File: src/rtl/mac_pkg.sv
// Shared constants and helpers for the pipelined MAC unit: mode encodings,
// the accumulator width legality check and saturation limit generators.
package mac_pkg;

   localparam logic MODE_MUL = 1'b0;
   localparam logic MODE_MAC = 1'b1;

   // Widest accumulator the limit helpers can describe.
   localparam int MAX_ACC_W = 256;

   function automatic bit acc_w_ok(input int data_w, input int acc_w);
      return (acc_w >= 2 * data_w) && (acc_w <= MAX_ACC_W);
   endfunction

   function automatic logic [MAX_ACC_W-1:0] sat_pos_limit(input int acc_w);
      logic [MAX_ACC_W-1:0] one_v;
      one_v = MAX_ACC_W'(1);
      return (one_v << (acc_w - 1)) - one_v;
   endfunction

   function automatic logic [MAX_ACC_W-1:0] sat_neg_limit(input int acc_w);
      logic [MAX_ACC_W-1:0] one_v;
      one_v = MAX_ACC_W'(1);
      return one_v << (acc_w - 1);
   endfunction

endpackage

File: src/rtl/mac_sat_add.sv
// Signed ACC_W adder reporting two's-complement overflow; when MAC_SATURATE_EN
// is defined the result clamps to the signed limits instead of wrapping.
module mac_sat_add
   import mac_pkg::*;
#(
   parameter int ACC_W = 64
) (
   input  logic signed [ACC_W-1:0] x,
   input  logic signed [ACC_W-1:0] y,
   output logic signed [ACC_W-1:0] sum,
   output logic                    ovf
);

   logic signed [ACC_W-1:0] raw;

   assign raw = x + y;
   assign ovf = (x[ACC_W-1] == y[ACC_W-1]) && (raw[ACC_W-1] != x[ACC_W-1]);

`ifdef MAC_SATURATE_EN
   localparam logic [ACC_W-1:0] SAT_POS = ACC_W'(sat_pos_limit(ACC_W));
   localparam logic [ACC_W-1:0] SAT_NEG = ACC_W'(sat_neg_limit(ACC_W));

   assign sum = !ovf ? raw : (x[ACC_W-1] ? SAT_NEG : SAT_POS);
`else
   assign sum = raw;
`endif

endmodule

File: src/rtl/mac_unit_pipe.sv
// Two-stage pipelined signed MUL/MAC unit with valid/ready handshakes; groups of
// MAC terms end on in_last. Define MAC_SATURATE_EN for saturating accumulation.
module mac_unit_pipe
   import mac_pkg::*;
#(
   parameter int DATA_W = 32,
   parameter int ACC_W  = 64,
   parameter int CNT_W  = 16
) (
   input  logic              clk,
   input  logic              rst,
   input  logic              in_valid,
   output logic              in_ready,
   input  logic [DATA_W-1:0] a,
   input  logic [DATA_W-1:0] b,
   input  logic              mul_mac_signal,
   input  logic              in_last,
   output logic [ACC_W-1:0]  o,
   output logic              out_valid,
   input  logic              out_ready,
   output logic              out_sat,
   output logic [CNT_W-1:0]  term_cnt
);

   generate
      if (!acc_w_ok(DATA_W, ACC_W)) begin : g_bad_acc_w
         $error("mac_unit_pipe: ACC_W must be >= 2*DATA_W (and <= MAX_ACC_W)");
      end
   endgenerate

`ifdef MAC_SATURATE_EN
   localparam bit SAT_EN = 1'b1;
`else
   localparam bit SAT_EN = 1'b0;
`endif

   logic signed [2*DATA_W-1:0] p_q, p_d;
   logic                       p_mode_q, p_mode_d;
   logic                       p_last_q, p_last_d;
   logic                       p_valid_q, p_valid_d;
   logic signed [ACC_W-1:0]    acc_q, acc_d;
   logic                       first_q, first_d;
   logic [CNT_W-1:0]           term_cnt_q, term_cnt_d;
   logic [ACC_W-1:0]           o_q, o_d;
   logic                       out_valid_q, out_valid_d;
   logic                       out_sat_q, out_sat_d;
   logic                       sat_flag_q, sat_flag_d;

   logic                       advance;
   logic                       accept;
   logic signed [ACC_W-1:0]    p_ext;
   logic signed [ACC_W-1:0]    base;
   logic signed [ACC_W-1:0]    sum;
   logic                       add_ovf;

   assign advance = !out_valid_q || out_ready;
   assign accept  = in_valid && advance;
   assign p_ext   = ACC_W'(p_q);
   assign base    = first_q ? '0 : acc_q;

   mac_sat_add #(.ACC_W(ACC_W)) u_add (
      .x   (base),
      .y   (p_ext),
      .sum (sum),
      .ovf (add_ovf)
   );

   // MUL beats bypass the accumulator so they can interleave inside an open group.
   always_comb begin
      p_d         = p_q;
      p_mode_d    = p_mode_q;
      p_last_d    = p_last_q;
      p_valid_d   = p_valid_q;
      acc_d       = acc_q;
      first_d     = first_q;
      term_cnt_d  = term_cnt_q;
      o_d         = o_q;
      out_valid_d = out_valid_q;
      out_sat_d   = out_sat_q;
      sat_flag_d  = sat_flag_q;
      if (advance) begin
         p_valid_d = accept;
         if (accept) begin
            p_d      = (2*DATA_W)'($signed(a)) * (2*DATA_W)'($signed(b));
            p_mode_d = mul_mac_signal;
            p_last_d = in_last;
         end
         out_valid_d = 1'b0;
         if (p_valid_q) begin
            if (p_mode_q == MODE_MUL) begin
               o_d         = p_ext;
               out_valid_d = 1'b1;
               out_sat_d   = 1'b0;
            end else if (p_last_q) begin
               o_d         = sum;
               out_valid_d = 1'b1;
               out_sat_d   = SAT_EN && (sat_flag_q || add_ovf);
               acc_d       = '0;
               first_d     = 1'b1;
               term_cnt_d  = '0;
               sat_flag_d  = 1'b0;
            end else begin
               acc_d      = sum;
               first_d    = 1'b0;
               term_cnt_d = term_cnt_q + CNT_W'(1);
               sat_flag_d = SAT_EN && (sat_flag_q || add_ovf);
            end
         end
      end
   end

   always_ff @(posedge clk) begin
      if (rst) begin
         p_q         <= '0;
         p_mode_q    <= MODE_MUL;
         p_last_q    <= 1'b0;
         p_valid_q   <= 1'b0;
         acc_q       <= '0;
         first_q     <= 1'b1;
         term_cnt_q  <= '0;
         o_q         <= '0;
         out_valid_q <= 1'b0;
         out_sat_q   <= 1'b0;
         sat_flag_q  <= 1'b0;
      end else begin
         p_q         <= p_d;
         p_mode_q    <= p_mode_d;
         p_last_q    <= p_last_d;
         p_valid_q   <= p_valid_d;
         acc_q       <= acc_d;
         first_q     <= first_d;
         term_cnt_q  <= term_cnt_d;
         o_q         <= o_d;
         out_valid_q <= out_valid_d;
         out_sat_q   <= out_sat_d;
         sat_flag_q  <= sat_flag_d;
      end
   end

   assign in_ready  = advance;
   assign o         = o_q;
   assign out_valid = out_valid_q;
   assign out_sat   = out_sat_q;
   assign term_cnt  = term_cnt_q;

endmodule

File: config.mk
export PLATFORM = sky130hd
export DESIGN_NAME = mac_unit_pipe
export DESIGN_NICKNAME = d
export VERILOG_FILES = /design/src/rtl/mac_pkg.sv /design/src/rtl/mac_sat_add.sv /design/src/rtl/mac_unit_pipe.sv
export SDC_FILE = /design/constraint.sdc
export NUM_CORES = 2
export LEC_CHECK = 0
export BUFFER_PORTS_ARGS = -buffer_cell sky130_fd_sc_hd__buf_2
export CORE_MARGIN = 4
export CORE_UTILIZATION = 50
export DETAILED_ROUTE_END_ITERATION = 8
export PLACE_DENSITY = 0.78
export SLEW_MARGIN = 20
export SYNTH_ARGS = -nofsm -noshare
export SYNTH_HDL_FRONTEND = slang
export SYNTH_SLANG_ARGS = --single-unit
File: constraint.sdc
create_clock -name clk -period 17.1 [get_ports clk]
set_input_delay 1.71 -clock clk [delete_from_list [all_inputs] [get_ports clk]]
set_output_delay 1.71 -clock clk [all_outputs]
set_load 0.03 [all_outputs]
==> out/qor.csv <==
stage;metric;value;unit
yosys;Yosys cell types;75;
critical_path;Req. time, crit path;17500;ps
worst_hold_path;worst hold path class;reg2reg;
yosys;Synth area leaders;fa_1 (45%), dfxtp_1 (8.8%), inv_1 (7.6%);
timing;final worst path period need;10320;ps
critical_path;WS Path Type;in2reg;
yosys;Syn Area/Cell;8.86;um2
clock_tree;Num CTS Buffers;21;
clock_tree;htree depth;1;
clock_tree;CTS root buf;clkbuf_16;
critical_path;worst r2r src;first_q;
final_layout;Fillers;8687;
yosys;Synth top area share;44.7;%
clock_tree;post-CTS resize count;0;
yosys;Mapped Cells;5476;
clock_tree;clk sinks;213;
clock_tree;later-pin clock latency in the skew report;510;ps
critical_path;Worst Setup End Kind;register;
timing;final period utilization;60.3;%
route;total routed wirelength;131000;um
final_layout;register area;4270;um2
yosys;dominant cell type by area after synthesis;fa_1;
floorplanning;Core ar.;95600;um2
yosys;register area share after synthesis;8.79;%
clock_tree;Reg clk slew, reported paths;70;ps
timing;final-report setup violation count;0;
critical_path;Worst Reg-to-Reg Cells;13;
floorplanning;initial core utilization;50.8;%
flow_run;maxcap violations;0;
critical_path;worst r2r dst;o[57];
grt;vias in the first global route;41000;
critical_path;Setup crit start;b[5];
timing;fmax;96.9;MHz
clock_tree;Post-CTS Hold Buffers;0;
yosys;Main synth FF type;dfxtp_1;
yosys;synthesized flop and latch total;213;
route;initial DRC count;2608;
route;Detail Route Antenna Nets;0;
critical_path;CP endpoint;p_ext[60];
timing;worst-margin pin slew;1130;ps
grt;initial antenna violation count;6;
route;DR vias;37500;
timing;fin. max-slew vios;0;
floorplanning;chip width;319;um
route;post-DR vias/cell;5.65;
yosys;Post-Synthesis Net Count;6877;
critical_path;flop2flop setup slack;12360;ps
timing;endpoints failing hold;0;
floorplanning;number of I/O pins;153;
final_layout;footprint of the multi-input gates;39300;um2
final_layout;fin area;50600;um2
floorplanning;Die H;319;um
placement;post-detail-place hpwl;103000;um
grt;first-pass GRT wire length;216000;um
final_layout;commonest non-fill, non-tap cell in the layout;fa_1;
clock_tree;CTS tree;built;
grt;GRT overflow;0;
grt;GR Util met1;32.0;%
yosys;EDFF count, synth;0;
run_status;status;completed;
worst_hold_path;HP Start;acc_q[48];
grt;overall routing resource usage;26.3;%
critical_path;CP arrival;10710;ps
grt;met3 global-route usage;3.81;%
yosys;synthesized cell area;48500;um2
final_layout;Syn-to-layout area delta;4.31;%
yosys;asr flop ratio synth;0;%
route;drt first pass iters;5;
final_layout;most frequent cells in the layout;fa_1 (1083), inv_1 (985), nand2_1 (729), and2_1 (524), a21oi_1 (271);
placement;Placed Area;49800;um2
critical_path;Max FO, Critical Path;32;
grt;GR Layer Usage met2;46.2;%
route;DRC viols;0;
clock_tree;Clock Path Buffers;3;
clock_tree;Setup Buffers After CTS;0;
critical_path;Startpoint Class;input port;
final_layout;NumNets Final;6750;
worst_hold_path;hold path cells;1;
timing;setup_tns;0;ps
timing;final setup skew;11.6;ps
floorplanning;row count;113;
grt;GR peak layer;met2;
final_layout;share of post-route cells with drive strength above 1;4.53;%
floorplanning;Die ar.;102000;um2
timing;RSZ-0062 raised after global routing;false;
yosys;number of synthesis warnings;0;
timing;relative slew slack;24.3;%
placement;Final GP Congestion;0.933;
placement;Port Buffers;151;
grt;largest net degree at the start of global routing;87;
route;drt wl/cell;19.8;um
[critical path, cell delays in order]
cell and delay (ps):
buf_2 480, nand2_1 250, inv_1 140, fa_1 400, inv_1 230, fa_1 570, fa_1 570, inv_1 70
fa_1 1070, inv_1 340, fa_1 570, inv_1 50, fa_1 520, inv_1 50, fa_1 470, inv_1 50
fa_1 450, ha_1 440, nand4_1 230, nor4_1 630, a21oi_1 140, a21bo_2 240, nor3_1 40, a21oi_1 260
a41oi_1 190, o21ai_0 260, xnor2_1 140, o21ai_0 100
[layout make-up]
cell class                 instances  area share, %
clock inverter                     9          0.324
inverter                         986           7.31
antenna                            4         0.0198
timing repair buffer             179           1.91
clock buffer                      27           1.14
multi-input combinational       3948           77.7
tap                             1265           3.13
sequential                       213           8.43
[kinds of logic (layout without fill, tap and decap cells)]
| group | after synthesis | in the layout | synth area share, % |
|---|---|---|---|
| xor gates and xnor gates | 134 | 134 | 2.42 |
| adders and majority gates | 1331 | 1331 | 51.1 |
| other | 1 | 5 | 0.00773 |
| muxes | 34 | 34 | 0.702 |
| DFF | 213 | 213 | 8.79 |
| AOI/OAI and AO/OA | 708 | 708 | 9.18 |
| and+or+nand+nor | 1740 | 1740 | 17.6 |
| buffers and inverters | 1315 | 1201 | 10.2 |
[synth_stat cells (all sizes together), types with 19 or more instances]
| cell type | number |
|---|---|
| and2 | 525 |
| a21o | 81 |
| mux2i | 34 |
| nor2 | 186 |
| a31oi | 24 |
| nand4 | 32 |
| fa | 1083 |
| nor2b | 76 |
| a21oi | 271 |
| dfxtp | 213 |
| o21bai | 26 |
| o21ai | 122 |
| a211oi | 33 |
| nand3 | 56 |
| nand2b | 19 |
| a22oi | 41 |
| clkbuf | 314 |
| inv | 985 |
| nor3 | 43 |
| xnor2 | 84 |
| ha | 248 |
| xor2 | 50 |
| and3 | 21 |
| nand2 | 730 |
[per-layer routing]
metal	wire length (um)	vias to the layer above
met5	28	-
li1	-	16500
met1	49400	19100
met3	8810	432
met4	7940	4
met2	65400	1492
[worst min path at each step]
stage	end	slack [ps]
final	acc_q[48]	440
after global routing	acc_q[1]	470
after CTS	acc_q[48]	450
after detailed placement	acc_q[48]	430
after global placement	acc_q[52]	430
after floorplan	acc_q[18]	420
[stage by stage]
| step | util [%] | std cells | setup slack [ps] | hold WS (ps) |
|---|---|---|---|---|
| 5_1_grt | 52.9 | 6630 | 6290 | 471 |
| 2_1_floorplan | - | 5476 | 7510 | 417 |
| 6_report | 52.9 | 6631 | 6780 | 443 |
| 3_5_place_dp | 52.2 | 6591 | 6350 | 434 |
| 4_1_cts | 52.9 | 6627 | 6890 | 450 |
| 3_3_place_gp | 52.2 | 6591 | 6660 | 426 |
[flip-flops by register name, indices dropped and copies added (netlist names)]
register	cells
acc_q	64
o	64
p_ext	64
term_cnt	16
first_q	1
out_valid	1
p_last_q	1
p_mode_q	1
p_valid_q	1
Power is not shown: default switching activity piles up to over one toggle a cycle in this logic, so the estimate is an artifact.
